### config.mk
export PLATFORM = sky130hd
export DESIGN_NAME = activation
export DESIGN_NICKNAME = d
export VERILOG_FILES = /design/src/rtl/activation_pkg.sv /design/src/rtl/rom.sv /design/src/rtl/activation.sv
export SDC_FILE = /design/constraint.sdc
export NUM_CORES = 1
export LEC_CHECK = 0
export CORE_MARGIN = 8
export CORE_UTILIZATION = 49
export CTS_BUF_LIST = sky130_fd_sc_hd__clkbuf_8 sky130_fd_sc_hd__clkbuf_16
export DETAILED_ROUTE_END_ITERATION = 8
export GPL_TIMING_DRIVEN = 0
export PLACE_DENSITY = 0.8
export SLEW_MARGIN = 25
export SYNTH_ARGS = -nofsm -noshare
export SYNTH_HDL_FRONTEND = slang
export SYNTH_SLANG_ARGS = --single-unit
### constraint.sdc
create_clock -name clk -period 2.4 [get_ports clk]
set_clock_uncertainty 0.1 [all_clocks]
set_input_delay 0.36 -clock clk [delete_from_list [all_inputs] [get_ports clk]]
set_output_delay 0.36 -clock clk [all_outputs]
set_load 0.01 [all_outputs]
### src/rtl/activation_pkg.sv
// Shared types and constants for the activation unit: FSM states, fixed-point
// constants and the built-in sigmoid/derivative table generator used by rom.
package activation_pkg;

    typedef enum logic [2:0] {
        ARG = 3'd0,
        LUT = 3'd1,
        RES = 3'd2,
        ERR = 3'd3,
        MUL = 3'd4,
        FBK = 3'd5
    } state_t;

    localparam int FRAC     = 8;
    localparam int ARG_MAX  = 1536;
    localparam int ARG_MIN  = -1536;
    localparam int GRD_ONE  = 256;

    localparam int TBL_ACT  = 0;
    localparam int TBL_DER  = 1;
    localparam int GRD_KNEE = 512;

    // Hard-sigmoid table: act = 0.5 + x/4 clamped to [0, 1); derivative 0.25 inside |x| < 2.
    function automatic int table_entry(input int kind, input int x, input int width);
        int v;
        int top;
        top = (32'sd1 <<< width) - 32'sd1;
        if (kind == TBL_DER) begin
            if (x > -GRD_KNEE && x < GRD_KNEE) v = GRD_ONE / 32'sd4;
            else v = 32'sd0;
        end else begin
            v = (32'sd1 <<< (width - 32'sd1)) + ((x <<< width) >>> 10);
            if (v < 32'sd0) v = 32'sd0;
            else if (v > top) v = top;
            else v = v;
        end
        return v;
    endfunction

endpackage

### src/rtl/rom.sv
// Synchronous-read ROM model; contents come from the package table generator
// when FILENAME is empty (external images are not modelled and read as zero).
module rom
    import activation_pkg::*;
#(
    parameter int    WIDTH    = 8,
    parameter int    DEPTH    = 4096,
    parameter string FILENAME = "",
    parameter int    TABLE    = TBL_ACT
)(
    input  logic                     clk,
    input  logic                     en,
    input  logic [$clog2(DEPTH)-1:0] adr,
    output logic [WIDTH-1:0]         dat
);

    localparam bit BUILTIN = (FILENAME == "");

    // Registered read; the output holds its last value while en is low.
    always_ff @(posedge clk) begin
        if (en) begin
            if (BUILTIN) dat <= WIDTH'(table_entry(TABLE, int'($signed(adr)), WIDTH));
            else dat <= '0;
        end
    end

endmodule

### src/rtl/activation.sv
// Trainable activation unit: sigmoid via ROM or ReLU, with error x derivative feedback.
// Define ACTIVATION_RELU_EN to compile in the ReLU datapath selected by mode.
module activation
    import activation_pkg::*;
#(
    parameter int    ARG_WIDTH = 16,
    parameter int    RES_WIDTH = 8,
    parameter int    DER_WIDTH = 9,
    parameter int    ADR_WIDTH = 12,
    parameter string ACT_FILE  = "",
    parameter string DER_FILE  = ""
)(
    input  logic                 clk,
    input  logic                 rst,
    input  logic                 en,
    input  logic                 mode,
    input  logic                 arg_stb,
    output logic                 arg_rdy,
    input  logic [ARG_WIDTH-1:0] arg_dat,
    output logic                 res_stb,
    input  logic                 res_rdy,
    output logic [RES_WIDTH-1:0] res_dat,
    input  logic                 err_stb,
    output logic                 err_rdy,
    input  logic [ARG_WIDTH-1:0] err_dat,
    output logic                 fbk_stb,
    input  logic                 fbk_rdy,
    output logic [ARG_WIDTH-1:0] fbk_dat
);

    localparam int PRD_WIDTH = ARG_WIDTH + DER_WIDTH + 1;

    localparam logic signed [ARG_WIDTH-1:0] ARG_HI  = ARG_WIDTH'(ARG_MAX);
    localparam logic signed [ARG_WIDTH-1:0] ARG_LO  = ARG_WIDTH'(ARG_MIN);
    localparam logic signed [PRD_WIDTH-1:0] FBK_MAX = PRD_WIDTH'((64'sd1 <<< (ARG_WIDTH - 1)) - 64'sd1);
    localparam logic signed [PRD_WIDTH-1:0] FBK_MIN = PRD_WIDTH'(-(64'sd1 <<< (ARG_WIDTH - 1)));

    state_t                        state;
    logic signed [ARG_WIDTH-1:0]   arg_r;
    logic signed [ARG_WIDTH-1:0]   sat_arg;
    logic [ADR_WIDTH-1:0]          adr;
    logic                          rom_en;
    logic [RES_WIDTH-1:0]          act_dat;
    logic [DER_WIDTH-1:0]          der_dat;
    logic [RES_WIDTH-1:0]          res_sel;
    logic [DER_WIDTH-1:0]          grd_sel;
    logic [DER_WIDTH-1:0]          grd_r;
    logic signed [PRD_WIDTH-1:0]   prd_r;
    logic [ARG_WIDTH-1:0]          fbk_r;
    logic                          res_stb_r;
    logic                          fbk_stb_r;
    logic                          arg_rdy_r;
    logic                          err_rdy_r;
    logic                          unused_sat;

    // Scale the product back to 8 fractional bits and clamp to the signed feedback range.
    function automatic logic [ARG_WIDTH-1:0] sat_fbk(input logic signed [PRD_WIDTH-1:0] p);
        logic signed [PRD_WIDTH-1:0] s;
        s = p >>> FRAC;
        if (s > FBK_MAX) return {1'b0, {(ARG_WIDTH-1){1'b1}}};
        else if (s < FBK_MIN) return {1'b1, {(ARG_WIDTH-1){1'b0}}};
        else return s[ARG_WIDTH-1:0];
    endfunction

    // Clamp the argument to +/-6.0 before it addresses the tables.
    always_comb begin
        sat_arg = arg_r;
        if (arg_r > ARG_HI) sat_arg = ARG_HI;
        else if (arg_r < ARG_LO) sat_arg = ARG_LO;
        else sat_arg = arg_r;
    end

    assign adr        = sat_arg[ADR_WIDTH-1:0];
    assign unused_sat = ^sat_arg[ARG_WIDTH-1:ADR_WIDTH];
    assign rom_en     = (state == LUT);

    rom #(
        .WIDTH    (RES_WIDTH),
        .DEPTH    (2 ** ADR_WIDTH),
        .FILENAME (ACT_FILE),
        .TABLE    (TBL_ACT)
    ) act_rom (
        .clk (clk),
        .en  (rom_en),
        .adr (adr),
        .dat (act_dat)
    );

    rom #(
        .WIDTH    (DER_WIDTH),
        .DEPTH    (2 ** ADR_WIDTH),
        .FILENAME (DER_FILE),
        .TABLE    (TBL_DER)
    ) der_rom (
        .clk (clk),
        .en  (rom_en),
        .adr (adr),
        .dat (der_dat)
    );

`ifdef ACTIVATION_RELU_EN
    localparam logic signed [ARG_WIDTH-1:0] RELU_TOP = ARG_WIDTH'(32'sd1 <<< RES_WIDTH);

    logic                 mode_r;
    logic [RES_WIDTH-1:0] relu_res;
    logic                 relu_pos;
    logic                 arg_pos;

    assign arg_pos = !arg_r[ARG_WIDTH-1] && (arg_r != '0);

    // ReLU result is formed during LUT so it lines up with the ROM read.
    always_ff @(posedge clk or posedge rst) begin
        if (rst) begin
            mode_r   <= 1'b0;
            relu_res <= '0;
            relu_pos <= 1'b0;
        end else begin
            if (state == ARG && arg_stb) mode_r <= mode;
            if (state == LUT) begin
                relu_pos <= arg_pos;
                if (!arg_pos) relu_res <= '0;
                else if (arg_r >= RELU_TOP) relu_res <= '1;
                else relu_res <= arg_r[RES_WIDTH-1:0];
            end
        end
    end

    // Select the result and gradient source captured with this argument.
    always_comb begin
        res_sel = act_dat;
        grd_sel = der_dat;
        if (mode_r) begin
            res_sel = relu_res;
            grd_sel = relu_pos ? DER_WIDTH'(GRD_ONE) : '0;
        end else begin
            res_sel = act_dat;
            grd_sel = der_dat;
        end
    end
`else
    logic unused_mode;
    assign unused_mode = mode;

    // Sigmoid-only build: tables feed result and gradient directly.
    always_comb begin
        res_sel = act_dat;
        grd_sel = der_dat;
    end
`endif

    // Transaction FSM with registered handshake outputs.
    always_ff @(posedge clk or posedge rst) begin
        if (rst) begin
            state     <= ARG;
            arg_rdy_r <= 1'b1;
            err_rdy_r <= 1'b0;
            res_stb_r <= 1'b0;
            fbk_stb_r <= 1'b0;
            arg_r     <= '0;
            grd_r     <= '0;
            prd_r     <= '0;
            fbk_r     <= '0;
        end else begin
            case (state)
                ARG: begin
                    if (arg_stb) begin
                        arg_r     <= arg_dat;
                        arg_rdy_r <= 1'b0;
                        state     <= LUT;
                    end
                end
                LUT: begin
                    res_stb_r <= 1'b1;
                    state     <= RES;
                end
                RES: begin
                    if (res_rdy) begin
                        res_stb_r <= 1'b0;
                        if (en) begin
                            grd_r     <= grd_sel;
                            err_rdy_r <= 1'b1;
                            state     <= ERR;
                        end else begin
                            arg_rdy_r <= 1'b1;
                            state     <= ARG;
                        end
                    end
                end
                ERR: begin
                    if (err_stb) begin
                        prd_r     <= PRD_WIDTH'($signed(err_dat)) * PRD_WIDTH'($signed({1'b0, grd_r}));
                        err_rdy_r <= 1'b0;
                        state     <= MUL;
                    end
                end
                MUL: begin
                    fbk_r     <= sat_fbk(prd_r);
                    fbk_stb_r <= 1'b1;
                    state     <= FBK;
                end
                FBK: begin
                    if (fbk_rdy) begin
                        fbk_stb_r <= 1'b0;
                        arg_rdy_r <= 1'b1;
                        state     <= ARG;
                    end
                end
                default: begin
                    state     <= ARG;
                    arg_rdy_r <= 1'b1;
                    err_rdy_r <= 1'b0;
                    res_stb_r <= 1'b0;
                    fbk_stb_r <= 1'b0;
`ifndef SYNTHESIS
                    $error("activation: illegal state %0d", state);
`endif
                end
            endcase
        end
    end

    assign arg_rdy = arg_rdy_r;
    assign err_rdy = err_rdy_r;
    assign res_stb = res_stb_r;
    assign fbk_stb = fbk_stb_r;
    assign fbk_dat = fbk_r;
    assign res_dat = res_stb_r ? res_sel : '0;

endmodule
==> summary.txt <==
Route
  • Routed vias: a little over 2000
  • First-pass iteration count of the detailed router: 4
  • Vias per inst: approximately 5.3
  • Routed wire length per instance: between 15 and 20 um
  • Post-DRT Antenna Nets: 0
  • Drt total wl: around 5900 um
  • DR iter-0 viols: 97
  • DRC: 0

Global route
  • First-pass GRT wire length: a little over 10000 um
  • Initial antenna violation count: 0
  • Vias in the first global route: between 2000 and 2500
  • Pin count of the biggest net entering global routing: 53
  • Overflow left after global routing: 0
  • Aggregate global-route resource usage: between 10% and 20%

Timing
  • Min Hold Slack: between 0.3 and 0.4 ns
  • RSZ-0062 raised after global routing: false
  • Final period util: between 90% and 100%
  • Max Fclk: 443.4 MHz
  • Final Hold Violating Endpoints: 0
  • Final setup vio count: 0
  • Worst slew pin tran: ~0.62 ns
  • Setup TNS: 0 ns
  • Final worst slack: 0.1447 ns
  • Final min period: 2.255 ns
  • Final Max Tran Viols: 0
  • Max-slew headroom: about 58%

Clock network
  • CTS tree: yes
  • Clock Sink Count: 61
  • Num CTS Buffers: 9
  • Maximum buffer depth of the clock tree: 2
  • CTS clock-pin slew for the worst setup and hold paths: 0.08 ns
  • Setup bufs post-CTS: 0
  • Clock root cell: clkbuf_8
  • H-tree Lvls: 3
  • Worst-skew pair later-pin latency: between 0.3 and 0.4 ns

Yosys
  • Main combinational cell family by area after synthesis: multiplexers
  • Simple-Gate Fraction of Synth Area: approximately 13%
  • Seq/Total Area, Yosys: 57.29%
  • Cell variety after synth: between 40 and 50
  • Xor/xnor share of the synthesized area: less than 1%
  • Adder-Cell Fraction of Synth Area: 0.9116%
  • #FFs+latches synth: a little over 60
  • Compound-Gate Fraction of Synth Area: about a tenth
  • Yosys top cell area share: between 40% and 50%
  • Main synth FF type: dfrtp_1
  • Most area-consuming cells after synthesis: dfrtp_1, edfxtp_1, mux2_2, nand2_1, mux2_4
  • Number of enable flip-flop cells after synthesis: 9
  • Avg Cell Area, Syn: around 12 sq um
  • Syn Nets: 270
  • Post-synthesis mux area share: 14.18%
  • Synth warnings: 0
  • Share of async-settable or async-resettable flops after synthesis: 85.25%
  • Synth area leader: dfrtp_1
  • Post-Syn Instances: 228
  • Mapped Area: ~2700 sq um

Power and ir drop
  • Max VDD drop: 0.6442 mV
  • Tot Pwr: 4.918 mW
  • Pwr Density: 1329 nW/um^2
  • Pleak: roughly 1.6 nW

Worst setup path
  • Endpoint type of the worst setup path: flop
  • Reg2Reg Setup Slack: about 0.14 ns
  • Cell Chain, Critical Path: nor4_2 -> nor2_1 -> a21oi_1 -> inv_1 -> ha_1 -> xor2_1 -> o21a_1 -> a21o_1
  • R2R Path End: act_rom.dat[2]
  • Critical path type: flop to flop
  • Max FO, Critical Path: 8
  • Arr. time, crit path: about 2.3 ns
  • Startpoint Class: flop
  • CP max stage cell: dfrtp_1
  • CP peak stage delay: roughly 0.42 ns
  • Worst R2R Start: arg_r[11]
  • WP data required: between 2 and 2.5 ns
  • Reg2Reg Depth: 8

Floorplan
  • Core Area: between 5000 and 6000 sq um
  • I/O pins: 68
  • Die Area: about 8300 sq um
  • Row count: 27
  • Overall die height: ~91 um
  • Starting density of the core: between 50% and 60%
  • Die W: about 91 um

Layout
  • Synth-to-Final Area Change: 34.82%
  • Final Util: roughly two thirds
  • Register area: 1573 sq um
  • Ant diodes: 0
  • Fillers: 431
  • Multi-input logic area: approximately 1100 sq um
  • Fin area: between 3000 and 4000 sq um
  • Share of layout cells above drive strength 1: between 20 and 25%
  • # nets final: between 300 and 400
  • Finished Layout Cells: 380

Place
  • Post-DP Area: approximately 3500 sq um
  • DP Cell Count: between 300 and 400
  • HPWL Detailed: 4238 um
  • GPL Wtd Cong: 0.7844
  • Setup WS pre-CTS: about 0.081 ns
  • IO buf count: 64

Hold path
  • Worst Hold Class: input port to asynchronous set/reset pin

Status
  • Status: completed

Flow run
  • MaxCap Viol Count: 0
[state kept, by name, summed over array words and instances (netlist names), 3 cells and up]
register     count
prd_r           14
fbk_dat         14
arg_r           16
act_rom.dat      8
state            3
[how the worst max path moves through the flow]
stage / slack [ns] / endpoint / start
after floorplan: 0.30 / act_rom.dat[0] / arg_r[11]
after global placement: -0.26 / fbk_dat[1] / rst
after detailed placement: 0.08 / act_rom.dat[5] / arg_r[11]
after CTS: 0.07 / act_rom.dat[2] / arg_r[11]
after global routing: 0.003 / act_rom.dat[1] / arg_r[11]
final: 0.14 / act_rom.dat[2] / arg_r[11]
[layer usage]
metal,vias up,track usage [%],wire length [um]
li1,950,-,-
met1,1007,17.53,2544
met2,44,25.21,3022
met3,11,3.658,228
met4,0,7.231,106
met5,-,0,0
[what timing repair did]
item                                    CTS  global route
resized for setup                         0             1
hold buffers                              0             0
endpoints found under the setup margin    0             8
[final cells by class]
| cell class | instances | area share [%] |
|---|---|---|
| flip-flops and latches | 61 | 42.49 |
| multi-input cells | 149 | 28.77 |
| repair buffers | 64 | 17.31 |
| clock buffers | 10 | 4.023 |
| plain buffers | 12 | 2.468 |
| well taps | 72 | 2.434 |
| clock inverters | 6 | 1.826 |
| inverters | 6 | 0.6761 |
[where the power goes]
group / internal, mW / leakage [nW] / switching [mW]
combinational: 1.12 / 0.773 / 0.885
clock: 0.546 / 0.101 / 0.428
sequential: 1.60 / 0.749 / 0.333
total: 3.27 / 1.62 / 1.65
[critical path: cells and delay by family (launching register included)]
family,cells,cell delay [ns]
AOI/OAI and AO/OA,3,0.67
DFF,1,0.42
and+or+nand+nor,2,0.41
adders and majority gates,1,0.20
xor gates and xnor gates,1,0.15
buffers and inverters,1,0.07
[placed cells by master, fill, tap and decap left out, types with 2 or more instances in the layout]
cell type | Yosys | layout
nor2_1 | 2 | 2
edfxtp_1 | 9 | 9
inv_1 | 5 | 4
nand4_1 | 5 | 5
buf_2 | 3 | 3
clkbuf_8 | 0 | 9
clkbuf_1 | 2 | 2
nand2b_1 | 2 | 2
and2_1 | 11 | 11
mux2_2 | 23 | 23
mux2_4 | 8 | 8
inv_4 | 0 | 2
clkinvlp_4 | 0 | 3
o21ai_0 | 23 | 23
o32ai_1 | 2 | 2
clkdlybuf4s50_1 | 0 | 64
nand3_1 | 2 | 2
nand2_1 | 35 | 35
a21oi_1 | 5 | 5
a21o_1 | 10 | 10
buf_4 | 5 | 5
ha_1 | 2 | 2
dfrtp_1 | 51 | 51
[synth_stat cells, types with 2 or more instances]
master	instances
o21ai_0	23
a21oi_1	5
inv_1	5
buf_4	5
mux2_4	8
a21o_1	10
dfrtp_1	51
edfxtp_1	9
nand2b_1	2
clkbuf_1	2
mux2_2	23
ha_1	2
nand2_1	35
o32ai_1	2
nand3_1	2
and2_1	11
buf_2	3
nor2_1	2
nor4_1	2
nand4_1	5
[cells by family after synthesis]
family | count (synthesis)
compound gates | 46
xor+xnor | 1
fa+ha+maj | 2
buf+inv | 18
flops | 61
mux | 32
simple gates | 68
(Power assumes the default switching activity.)
